File: config.mk
export PLATFORM = sky130hd
export DESIGN_NAME = fm_stream_feeder_flat
export DESIGN_NICKNAME = d
export VERILOG_FILES = /design/src/rtl/fm_stream_feeder_pkg.sv /design/src/rtl/fm_stream_feeder_if.sv /design/src/rtl/fm_stream_feeder_coord_counter.sv /design/src/rtl/fm_stream_feeder.sv /design/src/flat_wrapper.sv
export SDC_FILE = /design/constraint.sdc
export NUM_CORES = 1
export LEC_CHECK = 0
export CELL_PAD_IN_SITES_DETAIL_PLACEMENT = 1
export CELL_PAD_IN_SITES_GLOBAL_PLACEMENT = 1
export CORE_ASPECT_RATIO = 0.9
export CORE_MARGIN = 4
export CORE_UTILIZATION = 38
export CTS_BUF_LIST = sky130_fd_sc_hd__clkbuf_8
export CTS_CLUSTER_SIZE = 30
export DETAILED_ROUTE_END_ITERATION = 8
export GPL_ROUTABILITY_DRIVEN = 0
export GPL_TIMING_DRIVEN = 0
export PLACE_DENSITY = 0.89
export SLEW_MARGIN = 20
export SYNTH_ARGS = -nofsm -noshare
export SYNTH_HDL_FRONTEND = slang
export SYNTH_SLANG_ARGS = --single-unit
File: constraint.sdc
create_clock -name i_clk -period 7 [get_ports i_clk]
set_clock_uncertainty 0.05 [all_clocks]
set_input_delay 0.7 -clock i_clk [delete_from_list [all_inputs] [get_ports i_clk]]
set_output_delay 0.7 -clock i_clk [all_outputs]
set_load 0.02 [all_outputs]
File: src/rtl/fm_stream_feeder_pkg.sv
// ---------------------------------------------------------------------------
// fm_stream_feeder_pkg
// Shared definitions for the feature-map stream feeder:
//   - default geometry / width parameters for the feeder
//   - FSM state type
//   - helper to size the raster coordinate counters
// ---------------------------------------------------------------------------
package fm_stream_feeder_pkg;

    localparam int FEEDER_FM_SIZE_DEF    = 4;
    localparam int FEEDER_PADDING_DEF    = 1;
    localparam int FEEDER_DATA_WIDTH_DEF = 16;
    localparam int FEEDER_ADDR_WIDTH_DEF = 16;

    typedef enum logic [1:0] {
        ST_IDLE   = 2'd0,
        ST_STREAM = 2'd1,
        ST_FLUSH  = 2'd2,
        ST_DONE   = 2'd3
    } feeder_state_e;

    // Counter width able to hold 0..p_size (one beyond the last index).
    function automatic int cnt_width(input int p_size);
        return $clog2(p_size + 1);
    endfunction

endpackage

File: src/rtl/fm_stream_feeder_if.sv
// ---------------------------------------------------------------------------
// fm_stream_feeder_if
// Bundles the feeder's control, BRAM read port and PE stream signals.
//   i_start / i_base_addr : transfer request and FM base address
//   o_rd_en / o_rd_addr   : BRAM read request (1-cycle read latency)
//   i_rd_data             : BRAM read data
//   o_data / o_en         : gap-free stream into the PE
//   o_busy / o_done       : transfer status
// master = the feeder, slave = its environment (controller, BRAM, PE).
// ---------------------------------------------------------------------------
interface fm_stream_feeder_if #(
    parameter int DATA_WIDTH = 16,
    parameter int ADDR_WIDTH = 16
);
    logic                  i_start;
    logic [ADDR_WIDTH-1:0] i_base_addr;
    logic                  o_rd_en;
    logic [ADDR_WIDTH-1:0] o_rd_addr;
    logic [DATA_WIDTH-1:0] i_rd_data;
    logic [DATA_WIDTH-1:0] o_data;
    logic                  o_en;
    logic                  o_busy;
    logic                  o_done;

    modport master (
        input  i_start, i_base_addr, i_rd_data,
        output o_rd_en, o_rd_addr, o_data, o_en, o_busy, o_done
    );

    modport slave (
        output i_start, i_base_addr, i_rd_data,
        input  o_rd_en, o_rd_addr, o_data, o_en, o_busy, o_done
    );
endinterface

File: src/rtl/fm_stream_feeder_coord_counter.sv
// ---------------------------------------------------------------------------
// fm_coord_counter
// Raster (row, col) counter over a P_SIZE x P_SIZE grid.
// Ports:
//   i_clk, i_rst        : clock, async active-high reset
//   i_clear             : restart at (0,0) on the next edge
//   i_advance           : step to the next raster coordinate
//   o_row_nxt/o_col_nxt : coordinate the counter will hold after this edge
//   o_wrap              : current column is the last one
//   o_last              : current coordinate is (P_SIZE-1, P_SIZE-1)
// The next-coordinate outputs let a user register per-coordinate outputs
// in the same edge that the coordinate becomes current.
// ---------------------------------------------------------------------------
module fm_coord_counter
    import fm_stream_feeder_pkg::*;
#(
    parameter  int P_SIZE = 6,
    localparam int CW     = cnt_width(P_SIZE)
) (
    input  logic          i_clk,
    input  logic          i_rst,
    input  logic          i_clear,
    input  logic          i_advance,
    output logic [CW-1:0] o_row_nxt,
    output logic [CW-1:0] o_col_nxt,
    output logic          o_wrap,
    output logic          o_last
);

    localparam logic [CW-1:0] LAST_IDX = CW'(P_SIZE - 1);

    logic [CW-1:0] row_q, row_d;
    logic [CW-1:0] col_q, col_d;

    assign o_wrap    = (col_q == LAST_IDX);
    assign o_last    = o_wrap && (row_q == LAST_IDX);
    assign o_row_nxt = row_d;
    assign o_col_nxt = col_d;

    // Next coordinate: clear has priority, column wrap carries into the row.
    always_comb begin
        row_d = row_q;
        col_d = col_q;
        if (i_clear) begin
            row_d = {CW{1'b0}};
            col_d = {CW{1'b0}};
        end else if (i_advance) begin
            if (o_wrap) begin
                col_d = {CW{1'b0}};
                row_d = row_q + CW'(1'b1);
            end else begin
                col_d = col_q + CW'(1'b1);
            end
        end else begin
            row_d = row_q;
            col_d = col_q;
        end
    end

    // Coordinate registers.
    always_ff @(posedge i_clk or posedge i_rst) begin
        if (i_rst) begin
            row_q <= {CW{1'b0}};
            col_q <= {CW{1'b0}};
        end else begin
            row_q <= row_d;
            col_q <= col_d;
        end
    end

endmodule

File: src/rtl/fm_stream_feeder.sv
// ---------------------------------------------------------------------------
// fm_stream_feeder
// Reads one FM_SIZE x FM_SIZE feature map from a synchronous BRAM in raster
// order, surrounds it with PADDING zero rows/columns and drives a gap-free
// (FM_SIZE+2*PADDING)^2-word stream into a PE (which has no backpressure
// and resets itself whenever o_en drops).
// Ports:
//   i_clk, i_rst : clock, async active-high reset
//   bus (master) : start/base, BRAM read port, PE stream, busy/done
// Timing with the accepted start in cycle 0 and N_OUT = P_SIZE^2:
//   reads on cycles 1..N_OUT, o_en on 2..N_OUT+1, o_done on N_OUT+2.
// ---------------------------------------------------------------------------
module fm_stream_feeder
    import fm_stream_feeder_pkg::*;
#(
    parameter int FM_SIZE    = FEEDER_FM_SIZE_DEF,
    parameter int PADDING    = FEEDER_PADDING_DEF,
    parameter int DATA_WIDTH = FEEDER_DATA_WIDTH_DEF,
    parameter int ADDR_WIDTH = FEEDER_ADDR_WIDTH_DEF
) (
    input  logic            i_clk,
    input  logic            i_rst,
    fm_stream_feeder_if.master bus
);

    localparam int P_SIZE = FM_SIZE + 2 * PADDING;
    localparam int CW     = cnt_width(P_SIZE);
    localparam int PW     = ADDR_WIDTH + $clog2(FM_SIZE * FM_SIZE);

    localparam logic [CW-1:0] PAD_LO = CW'(PADDING);
    localparam logic [CW-1:0] FM_LIM = CW'(FM_SIZE);

    feeder_state_e         state_q, state_d;
    logic [ADDR_WIDTH-1:0] base_q, base_d;
    logic                  rd_en_q, rd_en_d;
    logic [ADDR_WIDTH-1:0] rd_addr_q, rd_addr_d;
    logic                  valid_q, valid_d;
    logic                  pad_q, pad_d;
    logic                  busy_q, busy_d;
    logic                  done_q, done_d;

    logic                  cnt_clear_s;
    logic                  cnt_adv_s;
    logic                  cnt_last_s;
    logic                  wrap_unused_s;
    logic [CW-1:0]         row_nxt_s, col_nxt_s;
    logic [CW-1:0]         row_off_s, col_off_s;
    logic                  inb_nxt_s;
    logic                  issue_s;
    logic [ADDR_WIDTH-1:0] addr_calc_s;

    fm_coord_counter #(
        .P_SIZE (P_SIZE)
    ) u_coord (
        .i_clk     (i_clk),
        .i_rst     (i_rst),
        .i_clear   (cnt_clear_s),
        .i_advance (cnt_adv_s),
        .o_row_nxt (row_nxt_s),
        .o_col_nxt (col_nxt_s),
        .o_wrap    (wrap_unused_s),
        .o_last    (cnt_last_s)
    );

    // Offsets into the unpadded map. A coordinate inside the top/left pad
    // wraps to a value >= FM_SIZE, so one unsigned compare per axis covers
    // both pad sides.
    assign row_off_s = row_nxt_s - PAD_LO;
    assign col_off_s = col_nxt_s - PAD_LO;
    assign inb_nxt_s = (row_off_s < FM_LIM) && (col_off_s < FM_LIM);

    // Address is formed wide and truncated, so it wraps modulo 2^ADDR_WIDTH.
    assign addr_calc_s = ADDR_WIDTH'(PW'(row_off_s) * PW'(FM_SIZE)
                                     + PW'(col_off_s) + PW'(base_d));

    // FSM next state, counter control and base latch.
    always_comb begin
        state_d     = state_q;
        base_d      = base_q;
        cnt_clear_s = 1'b0;
        cnt_adv_s   = 1'b0;
        case (state_q)
            ST_IDLE: begin
                if (bus.i_start) begin
                    state_d     = ST_STREAM;
                    base_d      = bus.i_base_addr;
                    cnt_clear_s = 1'b1;
                end else begin
                    state_d = ST_IDLE;
                end
            end
            ST_STREAM: begin
                if (cnt_last_s) begin
                    state_d = ST_FLUSH;
                end else begin
                    cnt_adv_s = 1'b1;
                end
            end
            ST_FLUSH: state_d = ST_DONE;
            ST_DONE:  state_d = ST_IDLE;
            default:  state_d = ST_IDLE;
        endcase
    end

    // Registered outputs are computed from the coordinate that becomes
    // current on this edge, so reads appear in the first STREAM cycle.
    // The pad flag is simply the previous cycle's "no read issued".
    always_comb begin
        issue_s   = (state_d == ST_STREAM) && inb_nxt_s;
        rd_en_d   = issue_s;
        rd_addr_d = issue_s ? addr_calc_s : rd_addr_q;
        valid_d   = (state_q == ST_STREAM);
        pad_d     = (state_q == ST_STREAM) && !rd_en_q;
        busy_d    = (state_d == ST_STREAM) || (state_d == ST_FLUSH);
        done_d    = (state_d == ST_DONE);
    end

    // State and output registers.
    always_ff @(posedge i_clk or posedge i_rst) begin
        if (i_rst) begin
            state_q   <= ST_IDLE;
            base_q    <= {ADDR_WIDTH{1'b0}};
            rd_en_q   <= 1'b0;
            rd_addr_q <= {ADDR_WIDTH{1'b0}};
            valid_q   <= 1'b0;
            pad_q     <= 1'b0;
            busy_q    <= 1'b0;
            done_q    <= 1'b0;
        end else begin
            state_q   <= state_d;
            base_q    <= base_d;
            rd_en_q   <= rd_en_d;
            rd_addr_q <= rd_addr_d;
            valid_q   <= valid_d;
            pad_q     <= pad_d;
            busy_q    <= busy_d;
            done_q    <= done_d;
        end
    end

    assign bus.o_rd_en   = rd_en_q;
    assign bus.o_rd_addr = rd_addr_q;
    assign bus.o_en      = valid_q;
    assign bus.o_busy    = busy_q;
    assign bus.o_done    = done_q;
    // BRAM data passes straight through so the stream adds no extra cycle.
    assign bus.o_data    = (valid_q && !pad_q) ? bus.i_rd_data : {DATA_WIDTH{1'b0}};

endmodule

File: src/flat_wrapper.sv
// flat-port wrapper written by rule: the top's interface ports become plain ports
module fm_stream_feeder_flat import fm_stream_feeder_pkg::*;
#(
    parameter int FM_SIZE    = FEEDER_FM_SIZE_DEF,
    parameter int PADDING    = FEEDER_PADDING_DEF,
    parameter int DATA_WIDTH = FEEDER_DATA_WIDTH_DEF,
    parameter int ADDR_WIDTH = FEEDER_ADDR_WIDTH_DEF
)
  (i_clk, i_rst, bus_i_start, bus_i_base_addr, bus_i_rd_data, bus_o_rd_en, bus_o_rd_addr, bus_o_data, bus_o_en, bus_o_busy, bus_o_done);
  fm_stream_feeder_if #(.DATA_WIDTH(DATA_WIDTH), .ADDR_WIDTH(ADDR_WIDTH)) bus_i ();
  input  logic i_clk;
  input  logic i_rst;
  input wire logic [$bits(bus_i.i_start)-1:0] bus_i_start;
  input wire logic [$bits(bus_i.i_base_addr)-1:0] bus_i_base_addr;
  input wire logic [$bits(bus_i.i_rd_data)-1:0] bus_i_rd_data;
  output wire logic [$bits(bus_i.o_rd_en)-1:0] bus_o_rd_en;
  output wire logic [$bits(bus_i.o_rd_addr)-1:0] bus_o_rd_addr;
  output wire logic [$bits(bus_i.o_data)-1:0] bus_o_data;
  output wire logic [$bits(bus_i.o_en)-1:0] bus_o_en;
  output wire logic [$bits(bus_i.o_busy)-1:0] bus_o_busy;
  output wire logic [$bits(bus_i.o_done)-1:0] bus_o_done;
  assign bus_i.i_start = bus_i_start;
  assign bus_i.i_base_addr = bus_i_base_addr;
  assign bus_i.i_rd_data = bus_i_rd_data;
  assign bus_o_rd_en = bus_i.o_rd_en;
  assign bus_o_rd_addr = bus_i.o_rd_addr;
  assign bus_o_data = bus_i.o_data;
  assign bus_o_en = bus_i.o_en;
  assign bus_o_busy = bus_i.o_busy;
  assign bus_o_done = bus_i.o_done;
  fm_stream_feeder #(.FM_SIZE(FM_SIZE), .PADDING(PADDING), .DATA_WIDTH(DATA_WIDTH), .ADDR_WIDTH(ADDR_WIDTH)) u_core (.i_clk(i_clk), .i_rst(i_rst), .bus(bus_i));
endmodule
==> flow_metrics.py <==
metrics = {
    "outcome": {
        "status": "finished clean",
    },
    "clocking": {
        "clockBufferDepth": 2,
        "cts-root-buf": "clkbuf_8",
        "cts_max_level": 2,
        "numCtsBuffers": 5,
        "clkLatencyLatePin_ns": 0.30,
        "postCtsHoldBufs": 0,
        "cts_tree": "done",
        "postCtsSetupBuffers": 0,
        "post_cts_resized": 0,
        "clkTransAtPathRegs_ns": 0.08,
        "cts.sinks": 45,
    },
    "pwr": {
        "ir_worst_vdd_mv": 0.4673,
        "leakage_uw": 0.001563,
        "internal_power_uw": 1216,
        "p_switching_uw": 912.1,
        "swShare_pct": 42.87,
        "clkPwrFrac_pct": 7.5,
        "p_comb_share_pct": 70.7,
        "seq_power_share_pct": 21.8,
        "power_per_cell_area_mw_per_mm2": 611.5,
    },
    "place": {
        "preCtsSetupSlack_ns": 1.517,
        "port_buffers": 70,
        "dpl.hpwl_um": 5270,
    },
    "sta": {
        "setup_violations": 0,
        "finalSetupTns_ns": 0,
        "hold_violations": 0,
        "fmax_mhz": 194.5,
        "rsz0062_at_grt": "false",
        "relSlewSlack_pct": 60.91,
        "worst_pin_slew_ns": 0.5863,
        "holdWs_ns": 0.3828,
        "period_needed_ns": 5.142,
        "finalMaxSlewViolations": 0,
        "fin_crit_sh_pct": 73.45,
        "setup_ws_ns": 1.858,
    },
    "routing": {
        "wl_met3_um": 534,
        "drtIter0Drc": 45,
        "drt_first_pass_iters": 4,
        "via_per_inst": 4.983,
        "via_count": 2098,
        "drtAntennaViolNets": 0,
        "wl_um": 6649,
        "drcViolationCount": 0,
        "wl_per_cell_um": 15.79,
        "routedLengthMet1_um": 2754,
        "wl_met2_um": 3299,
        "top_layer_used": "met4",
    },
    "synthesis": {
        "yosys_register_bits": 45,
        "yosys.area.top_type": "dfrtp_1",
        "ys_types": 44,
        "synthArstFlopShare_pct": 100.0,
        "synth.top_cell.area_share_pct": 43.99,
        "netlist_area_mm2": 0.002560,
        "yosys_warnings": 0,
        "synth_top_flop_cell": "dfrtp_1",
        "synth_edf_count": 0,
        "seq_area_frac_synth_pct": 43.99,
        "synth.net_count": 303,
        "syn_inst": 253,
        "synth_area_leaders": "dfrtp_1, ha_1, xnor2_1",
        "avgSynthCellArea_um2": 10.12,
    },
    "setup_path": {
        "crit_buf_inv": 5,
        "critPathMaxFanout": 10,
        "crit_top_cell": "ha_1",
        "critical_path_arrival_ns": 5.27,
        "cp.required_ns": 7.13,
        "cp-start-kind": "input pin",
        "worstSetupPathType": "in -> reg",
        "crit_family": "buffers and inverters",
        "crit_chain": "clkdlybuf4s50_1 > nor3b_1 > buf_4 > buf_2 > clkbuf_1 > or3_1 > ha_1 > xnor2_1 > inv_1 > ha_1 > ha_1 > ha_1 > a211oi_1 > o21bai_1 > a21oi_1 > nor3_1 > xnor2_1 > mux2_4",
        "slowest_delay_ns": 0.50,
        "cp-end-kind": "flip-flop",
        "crit_path_top_delay_cell": "or3_1",
    },
    "die": {
        "die-area_mm2": 0.008116,
        "io_pins": 71,
        "die_x_um": 94.52,
        "start_util_pct": 39.08,
        "fp.dieH_um": 85.87,
        "rows": 28,
        "core_area_mm2": 0.006551,
    },
    "hold_path": {
        "hold_class": "reg -> reg",
    },
    "grt": {
        "grt_max_degree": 34,
        "grt_pass1_wl_um": 11050,
        "grt-ovfl-total": 0,
        "track_usage_pct": 17.37,
        "antenna_found_initial": 0,
        "grt_pass1_vias": 2241,
    },
    "cells_and_area": {
        "antenna_cells": 0,
        "syn2layout_area_growth_pct": 35.92,
        "drive_gt1_share_pct": 9.970,
        "most-common-layout-cells": "clkdlybuf4s50_1, dfrtp_1, nand2_1, inv_1, and2_1",
        "layout_commonest_cell": "clkdlybuf4s50_1",
        "nNetsFinal": 381,
    },
    "run": {
        "maxCapViolCount": 0,
    },
}
[flip-flops by register name, indices dropped and copies added (netlist names)]
register	flops
u_core.pad_q	1
u_core.u_coord.row_q	3
u_core.bus.o_rd_addr	16
u_core.bus.o_done	1
u_core.bus.o_busy	1
u_core.u_coord.col_q	3
u_core.bus.o_en	1
u_core.base_q	16
u_core.bus.o_rd_en	1
u_core.state_q	2
[stage by stage]
stage	total power (uW)	std cells	instance area (um2)	utilization, %
6_report	2128	421	3480	53.11
4_1_cts	2158	421	3480	53.11
3_3_place_gp	1906	413	3373	51.49
3_5_place_dp	1979	414	3393	51.80
5_1_grt	2327	421	3480	53.11
2_1_floorplan	1555	253	2560	-
[cells by family after synthesis]
| group | share of synthesized area, % |
|---|---|
| AND/OR/NAND/NOR | 19.45 |
| multiplexers | 10.12 |
| AO/OA/AOI/OAI | 7.283 |
| buffers and inverters | 5.083 |
| adder cells (fa/ha/maj) | 7.625 |
| XOR/XNOR | 6.452 |
| flip-flops | 43.99 |
[final cells by class]
cell class	count	area [um2]
multi-input combinational	179	1304
clock inverter	1	3.754
buffer	6	43.79
inverter	23	86.33
fill	756	3072
clock buffer	6	82.58
tap	90	112.6
sequential	45	1126
timing repair buffer	71	720.7
[Yosys cell counts, types with 2 or more instances]
master,number
a211oi_1,3
a21o_1,3
a21oi_1,6
and2_1,18
and3b_1,2
clkbuf_1,3
dfrtp_1,45
ha_1,14
inv_1,22
mux2_2,7
mux2_4,6
mux2i_1,9
nand2_1,36
nand3_1,6
nor2_1,11
nor2b_1,2
nor3_1,8
nor3b_1,2
o21ai_0,8
o21bai_1,2
or3_1,2
xnor2_1,16
[worst paths after layout]
path,end,startpoint,cells past startpoint,slack [ns]
min in group asynchronous,u_core.bus.o_rd_addr[9],i_rst,2,0.61
worst min-delay path,u_core.pad_q,u_core.bus.o_rd_en,1,0.38
worst max-delay path,u_core.bus.o_rd_addr[14],bus_i_start,18,1.86
worst max register to register,u_core.bus.o_rd_addr[14],u_core.state_q[0],17,2.30
max in group asynchronous,u_core.base_q[5],i_rst,3,5.82
worst min register to register,u_core.pad_q,u_core.bus.o_rd_en,1,0.38
[power by group through the flow]
stage	combinational [uW]	sequential [uW]	clock, uW
2_1_floorplan	1040	515	0
3_3_place_gp	1450	459	0
3_5_place_dp	1510	467	0
4_1_cts	1530	463	167
5_1_grt	1670	478	180
6_report	1500	463	160
[layer usage]
| metal | vias to the layer above | global-route usage, % |
|---|---|---|
| li1 | 994 | - |
| met1 | 1033 | 21.52 |
| met2 | 64 | 30.41 |
| met3 | 7 | 4.474 |
| met4 | 0 | 3.932 |
| met5 | - | 0 |
Power figures use the tool's default switching activity.
